==> config.mk <==
export PLATFORM = sky130hd
export DESIGN_NAME = text_cursor_ctrl
export DESIGN_NICKNAME = d
export VERILOG_FILES = /design/src/rtl/text_console_pkg.sv /design/src/rtl/text_addr_map.sv /design/src/rtl/text_cursor_ctrl.sv
export SDC_FILE = /design/constraint.sdc
export NUM_CORES = 1
export LEC_CHECK = 0
export CAP_MARGIN = 20
export CORE_UTILIZATION = 55
export DETAILED_ROUTE_END_ITERATION = 10
export DONT_BUFFER_PORTS = 1
export PLACE_DENSITY = 0.8
export SYNTH_ARGS = -nofsm -noshare
export SYNTH_HDL_FRONTEND = slang
export SYNTH_SLANG_ARGS = --single-unit
==> constraint.sdc <==
create_clock -name clk -period 8.93 [get_ports clk]
set_input_delay 2.2325 -clock clk [delete_from_list [all_inputs] [get_ports clk]]
set_output_delay 2.2325 -clock clk [all_outputs]
set_load 0.05 [all_outputs]
==> src/rtl/text_console_pkg.sv <==
// Shared definitions for the text console: register map, character codes,
// cursor controller FSM states and default screen geometry.
package text_console_pkg;

   localparam int DEF_COLS = 80;
   localparam int DEF_ROWS = 30;

   // CPU register select values
   localparam logic [1:0] REG_DATA = 2'd0;
   localparam logic [1:0] REG_COL  = 2'd1;
   localparam logic [1:0] REG_ROW  = 2'd2;
   localparam logic [1:0] REG_CTRL = 2'd3;

   // Character codes with special meaning on a DATA write
   localparam logic [7:0] CH_BS    = 8'h08;
   localparam logic [7:0] CH_LF    = 8'h0A;
   localparam logic [7:0] CH_FF    = 8'h0C;
   localparam logic [7:0] CH_CR    = 8'h0D;
   localparam logic [7:0] CH_SPACE = 8'h20;
   localparam logic [7:0] CH_DEL   = 8'h7F;

   typedef enum logic [1:0] {
      ST_IDLE     = 2'd0,
      ST_CLR_LINE = 2'd1,
      ST_CLR_ALL  = 2'd2
   } cursor_state_t;

   // Codes that put a glyph into VRAM: 0x20-0x7E and the whole upper half.
   function automatic logic is_printable(input logic [7:0] c);
      return (c >= CH_SPACE) && (c != CH_DEL);
   endfunction

endpackage

==> src/rtl/text_addr_map.sv <==
// Logical (row, col) to physical VRAM address. The screen scrolls by moving
// top_row, so the physical row is the logical row rotated by top_row.
module text_addr_map
   import text_console_pkg::*;
#(
   parameter int COLS   = DEF_COLS,
   parameter int ROWS   = DEF_ROWS,
   parameter int COL_W  = 7,
   parameter int ROW_W  = 5,
   parameter int ADDR_W = 12
) (
   input  logic [ROW_W-1:0]  row,
   input  logic [COL_W-1:0]  col,
   input  logic [ROW_W-1:0]  top_row,
   output logic [ADDR_W-1:0] addr
);

   localparam logic [ROW_W:0] ROWS_EXT = (ROW_W+1)'(ROWS);

   logic [ROW_W:0]   row_sum;
   logic [ROW_W-1:0] phys_row;

   // Both operands are below ROWS, so one conditional subtract is a full mod.
   assign row_sum  = {1'b0, row} + {1'b0, top_row};
   assign phys_row = (row_sum >= ROWS_EXT) ? ROW_W'(row_sum - ROWS_EXT) : ROW_W'(row_sum);
   assign addr     = ADDR_W'(phys_row) * ADDR_W'(COLS) + ADDR_W'(col);

endmodule

==> src/rtl/text_cursor_ctrl.sv <==
// Terminal-style cursor controller: decodes CPU register writes, writes
// characters into text VRAM, moves the cursor, scrolls via top_row and runs
// the line / full-screen clear engines.
module text_cursor_ctrl
   import text_console_pkg::*;
#(
   parameter int COLS   = DEF_COLS,
   parameter int ROWS   = DEF_ROWS,
   parameter int COL_W  = 7,
   parameter int ROW_W  = 5,
   parameter int ADDR_W = 12
) (
   input  logic              clk,
   input  logic              reset,
   input  logic              wr_en,
   input  logic [1:0]        wr_addr,
   input  logic [7:0]        wr_data,
   output logic              busy,
   output logic              dropped,
   output logic              vram_we,
   output logic [ADDR_W-1:0] vram_addr,
   output logic [7:0]        vram_wdata,
   output logic [COL_W-1:0]  cursor_col,
   output logic [ROW_W-1:0]  cursor_row,
   output logic [ROW_W-1:0]  top_row,
   output logic              cursor_moved
);

   localparam logic [COL_W-1:0]  LAST_COL   = COL_W'(COLS - 1);
   localparam logic [ROW_W-1:0]  LAST_ROW   = ROW_W'(ROWS - 1);
   localparam logic [7:0]        MAX_COL8   = 8'(COLS - 1);
   localparam logic [7:0]        MAX_ROW8   = 8'(ROWS - 1);
   localparam logic [ADDR_W-1:0] LINE_LEN   = ADDR_W'(COLS);
   localparam logic [ADDR_W-1:0] SCREEN_LEN = ADDR_W'(COLS * ROWS);

   cursor_state_t     state;
   logic [ADDR_W-1:0] clr_cnt;      // next index to clear within the line/screen
   logic [ADDR_W-1:0] line_base_q;  // physical base address of the line being cleared
   logic [ADDR_W-1:0] cur_addr;     // physical address under the cursor
   logic [ADDR_W-1:0] line_base;    // physical base of the current top row
   logic              scroll;
   logic [ROW_W-1:0]  nl_row;
   logic [ROW_W-1:0]  nl_top;
   logic [COL_W-1:0]  col_clamp;
   logic [ROW_W-1:0]  row_clamp;

   text_addr_map #(
      .COLS(COLS), .ROWS(ROWS), .COL_W(COL_W), .ROW_W(ROW_W), .ADDR_W(ADDR_W)
   ) u_cursor_map (
      .row     (cursor_row),
      .col     (cursor_col),
      .top_row (top_row),
      .addr    (cur_addr)
   );

   // After a scroll the old top row becomes the new bottom row, so its base
   // address is where the line clear starts.
   text_addr_map #(
      .COLS(COLS), .ROWS(ROWS), .COL_W(COL_W), .ROW_W(ROW_W), .ADDR_W(ADDR_W)
   ) u_line_map (
      .row     ('0),
      .col     ('0),
      .top_row (top_row),
      .addr    (line_base)
   );

   // Newline outcome: step down, or at the bottom keep the row and scroll.
   assign scroll    = (cursor_row == LAST_ROW);
   assign nl_row    = scroll ? cursor_row : cursor_row + ROW_W'(1);
   assign nl_top    = (top_row == LAST_ROW) ? '0 : top_row + ROW_W'(1);
   assign col_clamp = (wr_data > MAX_COL8) ? LAST_COL : COL_W'(wr_data);
   assign row_clamp = (wr_data > MAX_ROW8) ? LAST_ROW : ROW_W'(wr_data);

   // Register-write decode, cursor movement and the two clear engines.
   // Clear engines issue their first write in the cycle they are entered
   // (except after a wrapping char, whose own write occupies that cycle) and
   // stay busy until the cycle carrying the last space write.
   always_ff @(posedge clk or posedge reset) begin
      if (reset) begin
         state        <= ST_IDLE;
         busy         <= 1'b0;
         dropped      <= 1'b0;
         vram_we      <= 1'b0;
         vram_addr    <= '0;
         vram_wdata   <= '0;
         cursor_col   <= '0;
         cursor_row   <= '0;
         top_row      <= '0;
         cursor_moved <= 1'b0;
         clr_cnt      <= '0;
         line_base_q  <= '0;
      end else begin
         vram_we      <= 1'b0;
         cursor_moved <= 1'b0;
         if (wr_en && (state != ST_IDLE)) dropped <= 1'b1;

         case (state)
            ST_IDLE: begin
               if (wr_en) begin
                  case (wr_addr)
                     REG_DATA: begin
                        if (is_printable(wr_data)) begin
                           vram_we      <= 1'b1;
                           vram_addr    <= cur_addr;
                           vram_wdata   <= wr_data;
                           cursor_moved <= 1'b1;
                           if (cursor_col == LAST_COL) begin
                              cursor_col <= '0;
                              cursor_row <= nl_row;
                              if (scroll) begin
                                 top_row     <= nl_top;
                                 line_base_q <= line_base;
                                 clr_cnt     <= '0;
                                 state       <= ST_CLR_LINE;
                                 busy        <= 1'b1;
                              end
                           end else begin
                              cursor_col <= cursor_col + COL_W'(1);
                           end
                        end else if (wr_data == CH_CR) begin
                           cursor_col   <= '0;
                           cursor_moved <= 1'b1;
                        end else if (wr_data == CH_LF) begin
                           cursor_row   <= nl_row;
                           cursor_moved <= 1'b1;
                           if (scroll) begin
                              top_row     <= nl_top;
                              line_base_q <= line_base;
                              vram_we     <= 1'b1;
                              vram_addr   <= line_base;
                              vram_wdata  <= CH_SPACE;
                              clr_cnt     <= ADDR_W'(1);
                              state       <= ST_CLR_LINE;
                              busy        <= 1'b1;
                           end
                        end else if (wr_data == CH_BS) begin
                           if (cursor_col != '0) begin
                              cursor_col   <= cursor_col - COL_W'(1);
                              vram_we      <= 1'b1;
                              vram_addr    <= cur_addr - ADDR_W'(1);
                              vram_wdata   <= CH_SPACE;
                              cursor_moved <= 1'b1;
                           end
                        end else if (wr_data == CH_FF) begin
                           top_row      <= '0;
                           cursor_col   <= '0;
                           cursor_row   <= '0;
                           cursor_moved <= 1'b1;
                           vram_we      <= 1'b1;
                           vram_addr    <= '0;
                           vram_wdata   <= CH_SPACE;
                           clr_cnt      <= ADDR_W'(1);
                           state        <= ST_CLR_ALL;
                           busy         <= 1'b1;
                        end
                     end
                     REG_COL: begin
                        cursor_col   <= col_clamp;
                        cursor_moved <= 1'b1;
                     end
                     REG_ROW: begin
                        cursor_row   <= row_clamp;
                        cursor_moved <= 1'b1;
                     end
                     default: begin
                        if (wr_data[7]) dropped <= 1'b0;
                        if (wr_data[0]) begin
                           top_row      <= '0;
                           cursor_col   <= '0;
                           cursor_row   <= '0;
                           cursor_moved <= 1'b1;
                           vram_we      <= 1'b1;
                           vram_addr    <= '0;
                           vram_wdata   <= CH_SPACE;
                           clr_cnt      <= ADDR_W'(1);
                           state        <= ST_CLR_ALL;
                           busy         <= 1'b1;
                        end
                     end
                  endcase
               end
            end
            ST_CLR_LINE: begin
               if (clr_cnt == LINE_LEN) begin
                  state <= ST_IDLE;
                  busy  <= 1'b0;
               end else begin
                  vram_we    <= 1'b1;
                  vram_addr  <= line_base_q + clr_cnt;
                  vram_wdata <= CH_SPACE;
                  clr_cnt    <= clr_cnt + ADDR_W'(1);
               end
            end
            ST_CLR_ALL: begin
               if (clr_cnt == SCREEN_LEN) begin
                  state <= ST_IDLE;
                  busy  <= 1'b0;
               end else begin
                  vram_we    <= 1'b1;
                  vram_addr  <= clr_cnt;
                  vram_wdata <= CH_SPACE;
                  clr_cnt    <= clr_cnt + ADDR_W'(1);
               end
            end
            default: begin
               state <= ST_IDLE;
               busy  <= 1'b0;
            end
         endcase
      end
   end

endmodule

==> results of run 1 <==
==> logic make-up after synthesis <==
family,synth area share (%)
flops,28.4
simple gates,21.8
buf+inv,5.29
fa+ha+maj,12.2
xor+xnor,4.95
compound gates,25.2
mux,2.23
==> flip-flops by register name, summed over array words and instances, names as in the netlist <==
signal / cells
clr_cnt: 12
vram_addr: 12
line_base_q: 8
vram_wdata: 8
cursor_col: 7
cursor_row: 5
top_row: 5
state: 2
busy: 1
cursor_moved: 1
dropped: 1
vram_we: 1
==> power groups by stage <==
stage          combinational [mW]  clock, mW  sequential, mW
6_report                    0.618      0.266           0.630
5_1_grt                     0.685      0.280           0.641
4_1_cts                     0.607      0.268           0.629
3_5_place_dp                0.602          0           0.635
3_3_place_gp                0.586          0           0.632
2_1_floorplan               0.509          0           0.596
==> cell type report <==
type                            count  area [um^2]  share of cell area [%]
Clock inverter                      7         78.8                    1.36
Tap cell                          133          166                    2.88
Sequential cell                    63         1580                    27.3
Timing Repair Buffer                2         15.0                   0.260
Clock buffer                        9          124                    2.14
Inverter                           35          131                    2.27
Multi-Input combinational cell    538         3690                    63.8
==> worst min-delay path by stage <==
| stage | cells after the start | start | to | slack (ns) |
|---|---|---|---|---|
| floorplan | 2 | line_base_q[4]$_DFFE_PP0P_ | line_base_q[4]$_DFFE_PP0P_ | 0.45 |
| finish | 2 | line_base_q[8]$_DFFE_PP0P_ | line_base_q[8]$_DFFE_PP0P_ | 0.53 |
| global placement | 2 | line_base_q[8]$_DFFE_PP0P_ | line_base_q[8]$_DFFE_PP0P_ | 0.48 |
| detailed placement | 2 | line_base_q[8]$_DFFE_PP0P_ | line_base_q[8]$_DFFE_PP0P_ | 0.52 |
| CTS | 2 | line_base_q[8]$_DFFE_PP0P_ | line_base_q[8]$_DFFE_PP0P_ | 0.53 |
| global route | 1 | line_base_q[9]$_DFFE_PP0P_ | line_base_q[9]$_DFFE_PP0P_ | 0.55 |
==> cells in the mapped netlist, drive strengths merged, types with 10 or more instances <==
cell    number
o21ai       73
nand2       91
nand2b      13
inv         34
a22o        18
clkbuf      19
dfrtp       63
nor3        14
ha          46
a21oi       35
a22oi       10
nand3       26
nor2        44
a21o        11
buf         13
xor2        10
xnor2       18
==> routing by layer <==
layer  share of wire, %  vias up  track usage (%)
met1                 44     2410             39.2
met3                6.4       33             4.47
met2                 47      204             48.0
met5                  0        -                0
li1                   -     2378                -
met4                2.8        0             13.5
==> worst register-to-register path: cells and delay by family (launching register included) <==
family	cells	cell delay, ns
AOI/OAI and AO/OA	1	0.32
xor gates and xnor gates	4	1.21
adders and majority gates	5	1.79
DFF	1	0.69
muxes	1	0.28
and+or+nand+nor	8	1.36
==> through the flow <==
step                      util (%)  std cells  cell area (um^2)  setup slack (ns)
after floorplan                  -        668              5560              3.98
after global placement        57.1        771              5580              3.67
after detailed placement      57.1        771              5580              3.33
after CTS                     59.2        787              5780              3.32
after global routing          59.2        787              5780              2.86
final                         59.2        787              5780              3.19
==> placed cells by master, fill, tap and decap left out, types with 5 or more instances in the layout <==
master / count
fa_1: 5
or2_2: 7
a22o_1: 18
a22oi_1: 10
o21bai_1: 5
xor2_1: 9
clkbuf_8: 9
ha_1: 46
nor2_1: 44
o21ai_0: 63
nor2b_1: 6
nand2_1: 89
nand4_1: 5
o31ai_1: 7
nor3_1: 14
and3_1: 6
a21o_1: 11
inv_1: 33
or3_1: 8
nand3_1: 26
xnor2_1: 18
nand2b_1: 13
o21ai_2: 8
a21oi_1: 34
a31oi_1: 7
dfrtp_1: 63
==> impl_results.md, run 1 <==
- GR Overflow Total: 0
- Critical path class: flip-flop to flip-flop
- Die width: 103 um
- Reg2Reg Setup Slack: 3.19 ns
- Hold slack: 0.529 ns
- Setup TNS: 0 ns
- Vert. Die Dim: 103 um
- Required time of the worst setup path: 9.18 ns
- Core Area: 0.00977 mm^2
- Crit. End Element: flip-flop
- Num rows: 36
- CTS buffer count: 9
- Internal power: 715 uW
- # nets final: 713
- Count of pins over their slew limit: 0
- Critical Path AT: 5.99 ns
- Top cell type's share of synthesized area: 28.4%
- Layout area overhead: 4.05%
- Synthesized cell area: 0.00556 mm^2
- Vias in the first global route: 4,763
- Worst Hold Class: flip-flop to flip-flop
- Worst path depth: 19
- Critical path peak fanout: 10
- Die ar.: 0.0105 mm^2
- Sw Share: 52.8%
- Starting Density: 56.9%
- Top Family by Delay on Critical Path: adder cells
- Clock network fraction of design power: 17.6%
- # H-tree levels: 3
- PD cells: 262 mW/mm^2
- Crit path time final: 5.74 ns
- Setup Viol. Count Final: 0
- Max_cap viols: 0
- Largest area contributor in the netlist: dfrtp_1
- CTS tree: yes
- Cell variety after synth: 77
- RSZ-0062 raised after global routing: no
- Status: complete, no violations
- Synth Register Bits: 63
- Synthesized net count: 732
- Psw: 799 uW
- Flop pwr share: 41.6%
- RR Startpoint: top_row[0]$_DFFE_PP0P_
- FF-to-FF path depth: 19
- Post-Route Skew: 0.0186 ns
- Avg Cell Area, Syn: 8.32 um^2
- RR Endpoint: vram_addr[11]$_DFFE_PP0P_
- Ys flop type: dfrtp_1
- Vias per cell: 6.39
- Antenna violations before repair: 0
- DR pass1 iterations: 6
- Largest net degree at the start of global routing: 64
- Total power: 1.51 mW
- Crit path to: vram_addr[11]$_DFFE_PP0P_
- Post-synthesis instance total: 668
- Post-CTS Setup Inserts: 0
- Share of cells above drive strength 1: 8.26%
- Crit path largest cell delay: 0.69 ns
- DRT iter0 DRCs: 388
- CTS root buf: clkbuf_8
- Combinational share of power: 40.8%
- Detail Placement HPWL: 11,000 um
- Fin crit share: 64.3%
- Synth area leaders: dfrtp_1 (28%), ha_1 (10%), nand2_1 (6.0%)
- Clk_lat worst skew: 0.37 ns
- WL per Instance: 18.9 um
- CP Cell Sequence: ha_1 > fa_1 > xor2_2 > nand2_1 > nor4_1 > nor2_1 > nand2_1 > nand2_1 > xnor2_1 > ha_1 > ha_1 > fa_1 > xnor2_1 > nor3_1 > xnor2_1 > nor3_1 > nand4bb_1 > mux2_2 > a221o_1
- GRT Util Overall: 29.7%
- Warnings, synthesis: 0
- Maximum VDD drop: 287 uV
- Post-synth EDFFs: 0
- FFs w/ async S/R, synth: 100%
- Relative slew slack: 46.5%
- PortBufs: 0
- CP max-delay cell: dfrtp_1
- Sequential fraction of the synthesis area: 28.4%
- Sink Count: 63
- DRT antenna net count: 0
- Clock-pin slew on the worst setup and hold paths: 0.08 ns
- IO Pins: 54
- P_leak: 2.51 nW
- Clock buffer depth: 2
- CTS Hold Bufs: 0
- Vias after detailed routing: 5,025
- Routed WL: 14,900 um
- Crit path launch type: flip-flop
- Fillcell total: 880
- GP Congestion: 0.937
- First-pass GRT wire length: 23,900 um
- Worst-Margin Slew: 0.803 ns
- Final Hold Fails: 0
- Ant diodes: 0
- CP bufs+invs: 0
- PostCTS Resize Cnt: 0
- CP startpoint: top_row[0]$_DFFE_PP0P_
- DRC errors left: 0
- FMAX: 174 MHz
(Power assumes the default switching activity.)
==> run 2, diff against run 1 <==
clock period = 5.7 ns   (was 8.93 ns; I/O delays follow)
==> run 2 against run 1 <==
Net effect: register-to-register slack lost 2.8 ns; highest routed layer unchanged; sequential share of layout area shrank 0.22 points; clock-buffer cell count is the same; critical path type unchanged; power grew 58%; first-iteration DRC count grew 5.2%; largest cell class unchanged.
==> impl_results.md, run 2 (synthesis results as in run 1) <==
- Status: complete, no violations
- PD cells: 410 mW/mm^2
- PortBufs: 0
- Fin crit share: 92.9%
- Antenna violations before repair: 0
- Fillcell total: 905
- Crit path launch type: flip-flop
- Setup Viol. Count Final: 0
- GRT Util Overall: 30.6%
- Final Hold Fails: 0
- Clk_lat worst skew: 0.36 ns
- DRT iter0 DRCs: 408
- Register Area: 0.00158 mm^2
- Setup TNS: 0 ns
- CTS buffer count: 9
- GR Overflow Total: 0
- Critical path peak fanout: 7
- Num rows: 36
- CTS tree: yes
- P_leak: 2.53 nW
- Relative slew slack: 44.3%
- Vias after detailed routing: 5,028
- Placed Cells: 777
- Layout area overhead: 4.89%
- Sink Count: 63
- Worst-Margin Slew: 0.835 ns
- Count of pins over their slew limit: 0
- Total power: 2.39 mW
- Vias in the first global route: 4,808
- Critical path class: flip-flop to flip-flop
- # nets final: 719
- FMAX: 189 MHz
- DR pass1 iterations: 5
- Commonest non-fill, non-tap cells in the layout: nand2_1 (89), o21ai_0 (63), dfrtp_1 (63), ha_1 (46), nor2_1 (44)
- Share of cells above drive strength 1: 9.24%
- Routed WL: 15,100 um
- Vert. Die Dim: 103 um
- Fin area: 0.00583 mm^2
- Maximum VDD drop: 357 uV
- Starting Density: 56.9%
- GP Congestion: 0.917
- RSZ-0062 raised after global routing: no
- Die ar.: 0.0105 mm^2
- Core Area: 0.00977 mm^2
- Post-CTS Setup Inserts: 0
- First-pass GRT wire length: 24,500 um
- Final Non-Filler Cells: 793
- Vias per cell: 6.34
- Clock buffer depth: 2
- Worst Hold Class: flip-flop to flip-flop
- Commonest non-fill, non-tap cell in the layout: nand2_1
- Die width: 103 um
- DRT antenna net count: 0
- Pre-CTS setup slack: 0.358 ns
- CTS root buf: clkbuf_8
- IO Pins: 54
- # H-tree levels: 3
- Post-Route Skew: 0.0121 ns
- Largest registers: clr_cnt (12), vram_addr (12)
- Largest net degree at the start of global routing: 64
- Hold slack: 0.511 ns
- Final WS setup: 0.404 ns
- WL per Instance: 19.0 um
- Detail Placement HPWL: 11,300 um
- DRC errors left: 0
- Required time of the worst setup path: 5.93 ns
- Clock-pin slew on the worst setup and hold paths: 0.08 ns
- Critical Path AT: 5.53 ns
- Max_cap viols: 0
- Crit path time final: 5.30 ns
- Ant diodes: 0
- Multi-input gate area: 0.00370 mm^2
- Placed cell area: 0.00563 mm^2
- Crit. End Element: flip-flop
- Fin util: 59.6%
## run 2: changes by cell type in the layout (fill, tap and decap cells not counted), sizes merged
cell / change
buf: +6
clkinv: -1
clkinvlp: +2
inv: -1
## run 2: final timing paths
| path | start | endpoint | slack, ns | cells after the start |
|---|---|---|---|---|
| min in group asynchronous | reset | vram_wdata[3]$_DFFE_PP0P_ | 1.19 | 2 |
| hold reg to reg | line_base_q[8]$_DFFE_PP0P_ | line_base_q[8]$_DFFE_PP0P_ | 0.51 | 2 |
| setup reg to reg | cursor_row[1]$_DFFE_PP0P_ | vram_addr[11]$_DFFE_PP0P_ | 0.40 | 17 |
| hold / removal | line_base_q[8]$_DFFE_PP0P_ | line_base_q[8]$_DFFE_PP0P_ | 0.51 | 2 |
| max in group asynchronous | reset | state[0]$_DFFE_PP0P_ | 3.95 | 2 |
| setup / recovery | cursor_row[1]$_DFFE_PP0P_ | vram_addr[11]$_DFFE_PP0P_ | 0.40 | 17 |
## run 2: power breakdown
group | switching (mW) | internal, mW
clock | 0.204 | 0.203
combinational | 0.660 | 0.397
sequential | 0.389 | 0.538
## run 2: timing repair
| action | 4_1_cts | 5_1_grt |
|---|---|---|
| endpoints found under the setup margin | 0 | 1 |
| hold buffers | 0 | 0 |
| gates resized for setup | 0 | 1 |
## run 2: area by class of cell
cell class,instances,area share (%)
well taps,133,2.85
multi-input cells,538,63.4
inverters,35,2.25
clock inverters,7,1.24
flip-flops and latches,63,27.0
clock buffers,9,2.12
repair buffers,8,1.03
## run 2: layer usage
| metal | track usage (%) | vias up | routed length, um |
|---|---|---|---|
| met5 | 0 | - | 0 |
| met4 | 9.56 | 0 | 341 |
| met3 | 6.71 | 30 | 1140 |
| met2 | 50.5 | 218 | 7180 |
| met1 | 39.9 | 2394 | 6400 |
| li1 | - | 2386 | - |
## run 2: critical path: stages, from the launching register on
cell       delay, ns
dfrtp_1         0.64
fa_1            0.60
xor2_2          0.23
nand2_1         0.14
nor4_1          0.36
nor2_1          0.07
nand2_1         0.14
xor2_1          0.30
ha_1            0.30
ha_1            0.23
fa_1            0.48
xnor2_2         0.32
nor3_1          0.11
xnor2_1         0.30
nor3_1          0.11
nand4bb_1       0.22
mux2_2          0.29
a221o_1         0.31
